## src/rtl/ram_port_arbiter_pkg.sv

```systemverilog
// Shared types and helpers for the RAM port arbiter and its picker.
package ram_arb_pkg;

  typedef enum logic [0:0] {
    IDLE = 1'b0,
    HOLD = 1'b1
  } arb_state_t;

  // Increment an index and wrap it back to zero at n.
  function automatic int unsigned mod_inc(input int unsigned idx, input int unsigned n);
    return (idx + 32'd1 >= n) ? 32'd0 : idx + 32'd1;
  endfunction

endpackage

```

## src/rtl/ram_port_arbiter_rr_pick.sv

```systemverilog
// Rotating-priority picker: grants the first set request at or after ptr_i, wrapping.
module rr_pick
  import ram_arb_pkg::*;
#(
  parameter int N = 4,
  parameter int W = 2
) (
  input  logic [N-1:0] req_i,
  input  logic [W-1:0] ptr_i,
  output logic [N-1:0] gnt_o,
  output logic [W-1:0] idx_o,
  output logic         any_o
);

  int unsigned j;

  always_comb begin
    gnt_o = '0;
    idx_o = '0;
    any_o = 1'b0;
    j     = 32'(ptr_i);
    for (int k = 0; k < N; k++) begin
      if (!any_o && req_i[j[W-1:0]]) begin
        idx_o = W'(j);
        any_o = 1'b1;
      end
      j = mod_inc(j, N);
    end
    if (any_o) begin
      gnt_o[idx_o] = 1'b1;
    end
  end

endmodule

```

## src/rtl/ram_port_arbiter.sv

```systemverilog
// Round-robin arbiter sharing one RAM port among N_REQ requesters, with burst
// hold and a two-stage read pipeline returning data to the issuing requester.
module ram_port_arbiter
  import ram_arb_pkg::*;
#(
  parameter int N_REQ    = 4,
  parameter int DEPTH    = 16,
  parameter int WIDTH    = 32,
  parameter int DEPTH_L2 = $clog2(DEPTH),
  parameter int N_REQ_L2 = $clog2(N_REQ),
  parameter int BURST    = 4
) (
  input  logic                      clk,
  input  logic                      rst,
  input  logic [N_REQ-1:0]          req_valid,
  output logic [N_REQ-1:0]          req_ready,
  input  logic [N_REQ-1:0]          req_we,
  input  logic [N_REQ*DEPTH_L2-1:0] req_addr,
  input  logic [N_REQ*WIDTH-1:0]    req_wdata,
  output logic [N_REQ-1:0]          rsp_valid,
  output logic [WIDTH-1:0]          rsp_data,
  output logic                      ram_wr_valid,
  output logic [DEPTH_L2-1:0]       ram_wr_addr,
  output logic [WIDTH-1:0]          ram_wr_data,
  output logic                      ram_rd_valid,
  output logic [DEPTH_L2-1:0]       ram_rd_addr,
  input  logic                      ram_rd_ready,
  input  logic [WIDTH-1:0]          ram_rd_data
);

  localparam int CNT_W = (BURST > 1) ? $clog2(BURST) : 1;
  localparam logic [CNT_W-1:0] CNT_LAST = CNT_W'(BURST - 1);

  arb_state_t          state_q, state_d;
  logic [N_REQ_L2-1:0] own_q, own_d;
  logic [N_REQ_L2-1:0] ptr_q, ptr_d;
  logic [CNT_W-1:0]    cnt_q, cnt_d;

  logic [N_REQ_L2-1:0] ptr_rel;
  logic [N_REQ_L2-1:0] pick_ptr;
  logic [N_REQ-1:0]    pick_gnt;
  logic [N_REQ_L2-1:0] pick_idx;
  logic                pick_any;
  logic                keep;

  logic [N_REQ_L2-1:0] acc_idx;
  logic                acc;
  logic                acc_we;
  logic [DEPTH_L2-1:0] acc_addr;
  logic [WIDTH-1:0]    acc_wdata;

  logic [DEPTH_L2-1:0] addr_arr  [N_REQ];
  logic [WIDTH-1:0]    wdata_arr [N_REQ];

  logic                wr_valid_q;
  logic [DEPTH_L2-1:0] wr_addr_q;
  logic [WIDTH-1:0]    wr_data_q;
  logic                rd_valid_q;
  logic [DEPTH_L2-1:0] rd_addr_q;
  logic [N_REQ_L2-1:0] rd_tag_q;
  logic                rd_pend_q;
  logic [N_REQ_L2-1:0] rsp_tag_q;

  // The read-complete flag from the RAM is not needed: the response comes
  // from the internal pipeline alone.
  logic unused_rd_ready;
  assign unused_rd_ready = ram_rd_ready;

  for (genvar gi = 0; gi < N_REQ; gi++) begin : g_unpack
    assign addr_arr[gi]  = req_addr[gi*DEPTH_L2 +: DEPTH_L2];
    assign wdata_arr[gi] = req_wdata[gi*WIDTH +: WIDTH];
  end

  assign ptr_rel  = N_REQ_L2'(mod_inc(32'(own_q), N_REQ));
  assign keep     = (state_q == HOLD) && req_valid[own_q] && (cnt_q != CNT_LAST);
  // On release the scan restarts just past the old owner in the same cycle.
  assign pick_ptr = (state_q == HOLD) ? ptr_rel : ptr_q;

  rr_pick #(
    .N (N_REQ),
    .W (N_REQ_L2)
  ) u_pick (
    .req_i (req_valid),
    .ptr_i (pick_ptr),
    .gnt_o (pick_gnt),
    .idx_o (pick_idx),
    .any_o (pick_any)
  );

  always_comb begin
    state_d   = state_q;
    own_d     = own_q;
    cnt_d     = cnt_q;
    ptr_d     = ptr_q;
    req_ready = '0;
    acc_idx   = own_q;
    if (!rst) begin
      if (keep) begin
        req_ready[own_q] = 1'b1;
        cnt_d            = cnt_q + 1'b1;
      end else begin
        if (state_q == HOLD) begin
          ptr_d = ptr_rel;
        end
        req_ready = pick_gnt;
        acc_idx   = pick_idx;
        if (pick_any) begin
          state_d = HOLD;
          own_d   = pick_idx;
          cnt_d   = '0;
        end else begin
          state_d = IDLE;
        end
      end
    end
  end

  assign acc       = |req_ready;
  assign acc_we    = req_we[acc_idx];
  assign acc_addr  = addr_arr[acc_idx];
  assign acc_wdata = wdata_arr[acc_idx];

  always_ff @(posedge clk) begin
    if (rst) begin
      state_q    <= IDLE;
      own_q      <= '0;
      ptr_q      <= '0;
      cnt_q      <= '0;
      wr_valid_q <= 1'b0;
      wr_addr_q  <= '0;
      wr_data_q  <= '0;
      rd_valid_q <= 1'b0;
      rd_addr_q  <= '0;
      rd_tag_q   <= '0;
      rd_pend_q  <= 1'b0;
      rsp_tag_q  <= '0;
    end else begin
      state_q    <= state_d;
      own_q      <= own_d;
      ptr_q      <= ptr_d;
      cnt_q      <= cnt_d;
      wr_valid_q <= acc && acc_we;
      rd_valid_q <= acc && !acc_we;
      if (acc && acc_we) begin
        wr_addr_q <= acc_addr;
        wr_data_q <= acc_wdata;
      end
      if (acc && !acc_we) begin
        rd_addr_q <= acc_addr;
        rd_tag_q  <= acc_idx;
      end
      // Tag follows the strobe one stage so back-to-back reads keep their issuer.
      rd_pend_q <= rd_valid_q;
      rsp_tag_q <= rd_tag_q;
    end
  end

  always_comb begin
    rsp_valid            = '0;
    rsp_valid[rsp_tag_q] = rd_pend_q;
  end

  assign rsp_data     = ram_rd_data;
  assign ram_wr_valid = wr_valid_q;
  assign ram_wr_addr  = wr_addr_q;
  assign ram_wr_data  = wr_data_q;
  assign ram_rd_valid = rd_valid_q;
  assign ram_rd_addr  = rd_addr_q;

endmodule

```

## config.mk

```make
export PLATFORM = sky130hd
export DESIGN_NAME = ram_port_arbiter
export DESIGN_NICKNAME = d
export VERILOG_FILES = /design/src/rtl/ram_port_arbiter_pkg.sv /design/src/rtl/ram_port_arbiter_rr_pick.sv /design/src/rtl/ram_port_arbiter.sv
export SDC_FILE = /design/constraint.sdc
export NUM_CORES = 1
export LEC_CHECK = 0
export CORE_ASPECT_RATIO = 1.2
export CORE_UTILIZATION = 32
export DETAILED_ROUTE_END_ITERATION = 7
export PLACE_DENSITY = 0.77
export SETUP_SLACK_MARGIN = 0.05
export SLEW_MARGIN = 20
export SYNTH_ARGS = -nofsm -noshare
export SYNTH_HDL_FRONTEND = slang
export SYNTH_SLANG_ARGS = --single-unit
```

## constraint.sdc

```tcl
create_clock -name clk -period 3.75 [get_ports clk]
set_clock_uncertainty 0.15 [all_clocks]
set_input_delay 0.75 -clock clk [delete_from_list [all_inputs] [get_ports clk]]
set_output_delay 0.75 -clock clk [all_outputs]
set_load 0.03 [all_outputs]
```

==> results.json <==
{
  "end_kind": "output pin",
  "min_from": "ram_wr_data[24]",
  "ys_warn_count": 0,
  "cts_max_level": 2,
  "drc": 0,
  "r2r-end": "ram_wr_data[0]",
  "min_period_ps": 3920,
  "hold_depth": 2,
  "worst_slack_ps": -169,
  "arrival_ps": 3020,
  "clock_latency_ps": 290,
  "crit_chain": "ha_4 -> or3b_4 -> nand2_4 -> inv_4 -> ha_4 -> buf_6 -> a2111o_1 -> a21oi_4 -> nor3_4 -> a21oi_2 -> buf_4 -> inv_4 -> a31oi_4 -> nor2_2 -> buf_6",
  "rrSetupSlack_ps": 50,
  "nets": 910,
  "wirelength_um": 15900,
  "synthToLayoutAreaGrowth_pct": 75.9,
  "wl_per_cell_um": 18.0,
  "yosysUniqueCellTypes": 59,
  "postSynthCellCount": 494,
  "syn_area_um2": 4120,
  "cts_inserted_buffers": 5,
  "min_to": "ram_wr_data[24]",
  "dpl_cell_area_um2": 6450,
  "crit_buf_inv": 5,
  "antenna_found_initial": 1,
  "synth_flop_cell": "dfxtp_1",
  "synth-edff-count": 0,
  "yosys.area.top_type_share": 0.262,
  "synth_area_per_cell_um2": 8.35,
  "gp_congestion": 0.841,
  "r2r-start": "own_q[0]",
  "coreArea_um2": 12600,
  "slowest_delay_ps": 390,
  "synthTopCellsByCount": "mux2i_1, dfxtp_1, nand2_1",
  "min_period_over_period": 1.05,
  "cts_tree": "yes",
  "worst-r2r-cell-count": 18,
  "hold_viol": 0,
  "firstDrtPassIters": 5,
  "grt_max_degree": 41,
  "drive_gt1_frac": 0.222,
  "via_per_inst": 5.29,
  "worst-setup-path-type": "register to output pin",
  "timing.final.max_slew_violations": 0,
  "synth-seq-cells": 54,
  "rows": 45,
  "fp.dieArea_um2": 13300,
  "seqCellArea_um2": 1090,
  "num_vias": 4664,
  "grt_setup_unrepaired": "yes",
  "ys_async_sr_fraction": 0,
  "synth_area_leaders": "dfxtp_1, mux2i_1, a211o_1, a211oi_1, buf_4",
  "cts_sinks": 54,
  "fillCellCount": 1135,
  "place_hpwl_um": 10900,
  "initial_core_util": 0.327,
  "io_buffers": 203,
  "root_buffer": "clkbuf_16",
  "peakVddDrop_mv": 0.426,
  "design_area_um2": 7250,
  "grt_usage": 0.206,
  "io_pins": 269,
  "failed_checks": "negative setup slack",
  "critPathSlowestCell": "or3b_4",
  "cts.clk_slew.worst_paths_ps": 70,
  "cp.required_ps": 2850,
  "fmax_ghz": 0.255,
  "synthesis.nets": 688,
  "die_x_um": 106,
  "ctsLongestPathBuffers": 2,
  "hp-class": "register to register",
  "crit_fanout": 5,
  "synth_most_common_cell": "mux2i_1",
  "outcome": "finished, violations left",
  "multi_input_area_um2": 2800,
  "drt_iter0_drc": 230,
  "yosysTopAreaCell": "dfxtp_1",
  "cpLargestDelayFamily": "compound AO/OA/AOI/OAI gates",
  "grt_pass1_vias": 4446,
  "grt_pass1_wl_um": 22000,
  "grt_overflow": 0,
  "finalSetupViolCount": 4,
  "fp.dieH_um": 126,
  "leakage_nw": 2.80,
  "power_density_nw_per_um2": 884,
  "slew_headroom": 0.685,
  "worst_slew_pin_slew_ps": 467,
  "yosysSeqAreaShare": 0.262,
  "ant_nets": 0,
  "drv_cap": 0,
  "critPathLaunchType": "register",
  "finish.utilization": 0.575
}
==> registers in the layout, indices dropped and copies added (netlist names), 2 cells and up <==
register,flops
ram_wr_data,32
ptr_q,2
rsp_tag_q,2
ram_wr_addr,4
cnt_q,2
rd_tag_q,2
own_q,2
ram_rd_addr,4
==> cell families after synthesis <==
group           share of synthesized area
buf+inv                             0.130
simple gates                        0.188
mux                                 0.139
compound gates                      0.259
fa+ha+maj                          0.0212
flops                               0.262
==> where the power goes <==
part,internal [W],switching [W]
clock network,0.000313,0.000215
registers,0.000829,0.000136
logic,0.00240,0.00252
total,0.00354,0.00287
==> repair_timing <==
item                                    CTS  global route
pin swaps                                11            11
hold buffers                              0             0
buffers inserted                          8            11
cloned                                    0            10
endpoints found under the setup margin    4            44
gates resized for setup                  23            41
==> worst min-delay path: stages, from the launching register on <==
cell and delay [ps]:
dfxtp_1 310, nand2_1 50, a21oi_1 50
==> worst max path at each step <==
stage / cells after the start / startpoint / endpoint
6_report: 15 / own_q[0] / req_ready[2]
4_1_cts: 14 / own_q[0] / req_ready[1]
3_5_place_dp: 11 / req_valid[2] / req_ready[1]
5_1_grt: 15 / own_q[0] / req_ready[2]
2_1_floorplan: 15 / own_q[0] / req_ready[0]
3_3_place_gp: 11 / req_valid[2] / req_ready[1]
==> layout by cell type (no fill, tap or decap), types with 5 or more instances in the layout <==
master and instances:
buf_6 8, a211o_1 32, a211oi_1 31, a21oi_2 10
nor2b_1 6, inv_1 8, and2_1 33, buf_4 61
mux2i_1 54, buf_12 8, nand2_1 41, a211oi_2 5
nand4_1 5, dfxtp_1 52, a21oi_1 29, nor2_1 20
clkdlybuf4s50_1 198, clkbuf_16 13
==> final cells by class <==
| type | count | area share |
|---|---|---|
| repair buffers | 288 | 0.406 |
| multi-input cells | 356 | 0.386 |
| flip-flops and latches | 54 | 0.150 |
| well taps | 164 | 0.0283 |
| clock buffers | 5 | 0.0173 |
| inverters | 11 | 0.00638 |
| clock inverters | 2 | 0.00535 |
| diodes | 1 | 0.000345 |
==> stage by stage <==
step | hold slack [ps] | worst slack (ps) | power [W] | TNS (ps) | cells
finish | 304 | -169 | 0.00641 | -533 | 881
global route | 320 | -280 | 0.00680 | -3030 | 881
CTS | 305 | -196 | 0.00567 | -677 | 859
detailed placement | 295 | -434 | 0.00494 | -1250 | 844
global placement | 292 | -367 | 0.00486 | -585 | 844
floorplan | 294 | 52.3 | 0.00362 | 0 | 494
==> routing by layer <==
metal / up-vias / share of wire / global-route usage
li1: 2224 / - / -
met1: 2209 / 0.39 / 0.207
met2: 206 / 0.51 / 0.404
met3: 25 / 0.078 / 0.0586
met4: 0 / 0.021 / 0.0605
met5: - / 0 / 0
Power figures use the tool's default switching activity.
